File: src/rtl/ky32_fetch_pc.sv
// Program-counter and instruction-fetch sequencer for the KY32 core.
// Latency: instruction presented to decode one cycle after imem_ack; one instruction per (ack latency + 2) cycles.
// Backpressure: a single instruction is buffered; no new fetch is requested until decode takes it (if_ready).
//
// Ports:
//   clk, rst              clock and synchronous active-high reset
//   pc_sel, pc_plus4      select and sequential input for the external next-PC mux
//   next_pc               mux result, loaded into the PC on advance/redirect
//   br_taken, jmp_taken, trap   single-cycle redirect pulses (trap > jump > branch)
//   imem_req/addr/ack/rdata     instruction-memory request/response
//   if_valid/ready/instr/pc     decode-side valid/ready handshake
module ky32_fetch_pc #(
  parameter logic [31:0] RESET_VECTOR = 32'h0000_0000,
  parameter int unsigned PC_STEP      = 4
) (
  input  logic        clk,
  input  logic        rst,
  output logic [1:0]  pc_sel,
  output logic [31:0] pc_plus4,
  input  logic [31:0] next_pc,
  input  logic        br_taken,
  input  logic        jmp_taken,
  input  logic        trap,
  output logic        imem_req,
  output logic [31:0] imem_addr,
  input  logic        imem_ack,
  input  logic [31:0] imem_rdata,
  output logic        if_valid,
  input  logic        if_ready,
  output logic [31:0] if_instr,
  output logic [31:0] if_pc
);

  localparam logic [31:0] LP_STEP = 32'(PC_STEP);

  // FETCH: request outstanding; HOLD: instruction buffered for decode;
  // KILL: a redirect arrived while a request was in flight, drain it.
  typedef enum logic [1:0] {
    ST_FETCH = 2'd0,
    ST_HOLD  = 2'd1,
    ST_KILL  = 2'd2
  } state_t;

  state_t      r_state;
  state_t      w_state_d;
  logic [31:0] r_pc_q;
  logic [31:0] w_pc_d;
  logic [31:0] r_redir_q;
  logic [31:0] w_redir_d;
  logic        r_if_valid;
  logic        w_if_valid_d;
  logic [31:0] r_if_instr;
  logic [31:0] w_if_instr_d;
  logic [31:0] r_if_pc;
  logic [31:0] w_if_pc_d;
  logic        w_redirect;

  assign w_redirect = trap | jmp_taken | br_taken;
  assign pc_plus4   = r_pc_q + LP_STEP;
  assign imem_addr  = r_pc_q;
  assign if_valid   = r_if_valid;
  assign if_instr   = r_if_instr;
  assign if_pc      = r_if_pc;

  always_ff @(posedge clk) begin
    if (rst) begin
      r_state    <= ST_FETCH;
      r_pc_q     <= RESET_VECTOR;
      r_redir_q  <= 32'h0;
      r_if_valid <= 1'b0;
      r_if_instr <= 32'h0;
      r_if_pc    <= 32'h0;
    end else begin
      r_state    <= w_state_d;
      r_pc_q     <= w_pc_d;
      r_redir_q  <= w_redir_d;
      r_if_valid <= w_if_valid_d;
      r_if_instr <= w_if_instr_d;
      r_if_pc    <= w_if_pc_d;
    end
  end

  always_comb begin
    w_state_d    = r_state;
    w_pc_d       = r_pc_q;
    w_redir_d    = r_redir_q;
    w_if_valid_d = r_if_valid;
    w_if_instr_d = r_if_instr;
    w_if_pc_d    = r_if_pc;

    if (trap)           pc_sel = 2'b11;
    else if (jmp_taken) pc_sel = 2'b10;
    else if (br_taken)  pc_sel = 2'b01;
    else                pc_sel = 2'b00;

    // The request is held (with a frozen address) until acked, so it is
    // only dropped while an instruction is buffered or during reset.
    imem_req = !rst && (r_state != ST_HOLD);

    case (r_state)
      ST_FETCH: begin
        if (imem_ack) begin
          // With no redirect pc_sel is 00, so next_pc is the sequential PC.
          w_pc_d = next_pc;
          if (!w_redirect) begin
            w_if_instr_d = imem_rdata;
            w_if_pc_d    = r_pc_q;
            w_if_valid_d = 1'b1;
            w_state_d    = ST_HOLD;
          end
        end else if (w_redirect) begin
          w_redir_d = next_pc;
          w_state_d = ST_KILL;
        end
      end
      ST_HOLD: begin
        if (w_redirect) begin
          // Flush the buffered instruction even if decode is taking it.
          w_if_valid_d = 1'b0;
          w_pc_d       = next_pc;
          w_state_d    = ST_FETCH;
        end else if (if_ready) begin
          w_if_valid_d = 1'b0;
          w_state_d    = ST_FETCH;
        end
      end
      ST_KILL: begin
        if (w_redirect) w_redir_d = next_pc;
        if (imem_ack) begin
          // A redirect coinciding with the drain ack is the newest target.
          w_pc_d    = w_redirect ? next_pc : r_redir_q;
          w_state_d = ST_FETCH;
        end
      end
      default: w_state_d = ST_FETCH;
    endcase
  end

endmodule

File: config.mk
export PLATFORM = sky130hd
export DESIGN_NAME = ky32_fetch_pc
export DESIGN_NICKNAME = d
export VERILOG_FILES = /design/src/rtl/ky32_fetch_pc.sv
export SDC_FILE = /design/constraint.sdc
export NUM_CORES = 1
export LEC_CHECK = 0
export ABC_AREA = 1
export CORE_ASPECT_RATIO = 1.75
export CORE_UTILIZATION = 41
export CTS_CLUSTER_DIAMETER = 100
export CTS_CLUSTER_SIZE = 12
export DETAILED_ROUTE_END_ITERATION = 8
export PLACE_DENSITY = 0.71
export SLEW_MARGIN = 10
export SYNTH_ARGS = -nofsm -noshare
export SYNTH_HDL_FRONTEND = slang
export SYNTH_SLANG_ARGS = --single-unit
File: constraint.sdc
create_clock -name clk -period 2.1 [get_ports clk]
set_input_delay 0.525 -clock clk [delete_from_list [all_inputs] [get_ports clk]]
set_output_delay 0.525 -clock clk [all_outputs]
set_load 0.1 [all_outputs]
==> impl_metrics.json <==
{
  "run_status": "finished, violations left",
  "violations": "setup timing",
  "ios": 203,
  "crit_path_end_kind": "output pin",
  "slew_viol_final": 0,
  "syn-mean-instance-area_um2": 6.74,
  "clock-sinks": 131,
  "ant_nets": 0,
  "crit_start": "imem_addr[3]",
  "finalSetupViolCount": 27,
  "yosysTopAreaCellShare_pct": 38.9,
  "switching_share_pct": 37.4,
  "netlist_instances": 999,
  "critical_path_class": "reg -> out",
  "grt_pass1_wl_um": 36900,
  "num_antenna_cells": 0,
  "synth_seq_cells": 131,
  "cts_tree": "done",
  "final_hold_viol_count": 0,
  "drc": 0,
  "grt_overflow": 0,
  "min_delay_path_depth": 4,
  "final_nets": 1299,
  "p_per_area_nw_per_um2": 738,
  "fp.coreArea_um2": 16000,
  "worst_slack_ns": -0.350,
  "ys.flop_type": "dfxtp_1",
  "drt_first_iter_violations": 412,
  "irDropWorstVdd_mv": 0.542,
  "first_pass_iters": 5,
  "internal_power_w": 0.00516,
  "rows": 61,
  "synth_warnings": 0,
  "hold_buffers": 0,
  "hpwl_um": 15900,
  "period_needed_ns": 2.45,
  "wl_per_cell_um": 16.8,
  "synthTopCellsByCount": "nand2_1 (286), nor2_1 (136), dfxtp_1 (131)",
  "final_cell_area_um2": 11200,
  "ys_types": 26,
  "min_from": "imem_ack",
  "synth.most_common_cell": "nand2_1",
  "pre_cts_ws_ns": 0.00272,
  "synth_nets": 1071,
  "dieArea_um2": 17000,
  "numCtsBuffers": 17,
  "clockBufferDepth": 2,
  "die_w_um": 98.9,
  "yosysTopAreaCell": "dfxtp_1",
  "fin_crit_sh_pct": 117,
  "initial_core_util_pct": 42.2,
  "r2r_slack_ns": 0.37,
  "crit_fanout": 4,
  "comb_power_share_pct": 30.0,
  "clockPowerShare_pct": 36.4,
  "grt_max_degree": 67,
  "multi_input_area_um2": 4200,
  "relSlewSlack_pct": 53.6,
  "switching_power_w": 0.00309,
  "power_frac_seq_pct": 33.6,
  "vias_per_cell": 5.36,
  "cap_viol_max_count": 0,
  "n_fill_cell": 1272,
  "synth_area_um2": 6740,
  "rsz0062_at_grt": "yes",
  "placedInstanceArea_um2": 9990,
  "h-tree-depth": 4,
  "gp_congestion": 0.839,
  "arrival_ns": 1.92,
  "clk_latency_ns": 0.42,
  "async_flop_share_pct": 0,
  "synth_edf_count": 0,
  "cp-start-kind": "register",
  "drive_above_1_share_pct": 31.9,
  "hold_path_end": "r_state[1]",
  "worstMarginPinSlew_ns": 0.696,
  "grt_use_total_pct": 27.6,
  "clock_skew_ns": 0.0116,
  "whs_ns": 0.448,
  "crit_required_ns": 1.57,
  "clkTransAtPathRegs_ns": 0.07,
  "grt_pass1_vias": 7264,
  "cts_root_buf": "clkbuf_16",
  "area_growth_syn_to_layout_pct": 65.9,
  "seqCellArea_um2": 2720,
  "wl_um": 23900,
  "leakage_nw": 4.71,
  "numPortBuffers": 202,
  "hold_path.class": "in -> reg",
  "r2r_start": "r_state[0]",
  "ys_top_cells_by_area": "dfxtp_1 (39%), nand2_1 (16%), nor2_1 (7.6%)",
  "ys_seq_area_share_pct": 38.9,
  "r2r_cells": 6,
  "via_count": 7654,
  "fmax_ghz": 0.408,
  "antenna_found_initial": 0,
  "finalPower_w": 0.00825,
  "regToRegEndpoint": "r_redir_q[4]",
  "chipHeight_um": 172
}
## cell families (layout without fill, tap and decap cells)
| kind of cell | count (synthesis) | count (layout) | synth area share [%] |
|---|---|---|---|
| compound gates | 164 | 164 | 12.2 |
| xor+xnor | 15 | 15 | 1.95 |
| fa+ha+maj | 1 | 1 | 0.186 |
| buf+inv | 130 | 371 | 9.23 |
| flops | 131 | 131 | 38.9 |
| simple gates | 558 | 558 | 37.5 |
## worst max path at each step
stage	to	slack, ns
2_1_floorplan	pc_plus4[12]	-0.30
3_3_place_gp	if_instr[28]	0.02
3_5_place_dp	if_instr[11]	0.003
4_1_cts	pc_plus4[28]	-0.27
5_1_grt	pc_plus4[19]	-0.39
6_report	pc_plus4[19]	-0.35
## registers in the layout (all words and copies together) (netlist names)
register   count
if_pc         32
if_valid       1
r_state        2
imem_addr     32
if_instr      32
r_redir_q     32
## cell type report
type / instances / share of cell area, %
Inverter: 57 / 1.96
Clock inverter: 14 / 1.38
Sequential cell: 131 / 24.4
Multi-Input combinational cell: 738 / 37.6
Tap cell: 189 / 2.12
Timing Repair Buffer: 282 / 28.5
Clock buffer: 18 / 4.03
## cell usage in the layout, fill, tap and decap left out, drive strengths merged, types with 9 or more instances in the layout
master,count
dfxtp,131
nand3b,43
nand2,292
clkdlybuf4s50,68
inv,66
clkbuf,18
buf,214
nand3,14
o21ai,65
a21oi,98
nand4,64
nor2,145
xor2,9
## per-stage QoR
stage               std cells  setup TNS (ns)  util [%]
global placement         1360               0      62.7
finish                   1429           -5.29      70.1
detailed placement       1360               0      62.7
CTS                      1422           -4.47      68.9
floorplan                 999           -3.92         -
global route             1429           -6.86      70.1
## power groups by stage
| stage | combinational (W) | clock (W) | sequential, W |
|---|---|---|---|
| global route | 0.00259 | 0.00313 | 0.00278 |
| detailed placement | 0.00233 | 0 | 0.00285 |
| CTS | 0.00245 | 0.00302 | 0.00276 |
| finish | 0.00248 | 0.00300 | 0.00277 |
| floorplan | 0.00103 | 0 | 0.00329 |
| global placement | 0.00232 | 0 | 0.00285 |
## metal layers
layer / vias to the layer above / routed length, µm / global-route usage, %
met5: - / 0 / 0
met4: 0 / 1350 / 16.9
met3: 99 / 1310 / 5.00
met2: 304 / 12400 / 47.7
met1: 3519 / 8910 / 31.6
li1: 3732 / - / -
## critical path: stages, from the launching register on
cell	delay [ns]
dfxtp_4	0.39
buf_12	0.11
nand3_4	0.11
inv_2	0.09
nand3b_1	0.16
buf_4	0.20
o21ai_4	0.19
nand2_8	0.07
buf_12	0.17
## timing repair
item | 4_1_cts | 5_1_grt
pin swaps | 30 | 26
gates resized for setup | 46 | 38
hold endpoints to repair | 0 | 0
buffers inserted | 30 | 8
endpoints found under the setup margin | 25 | 27
(Power assumes the default switching activity.)
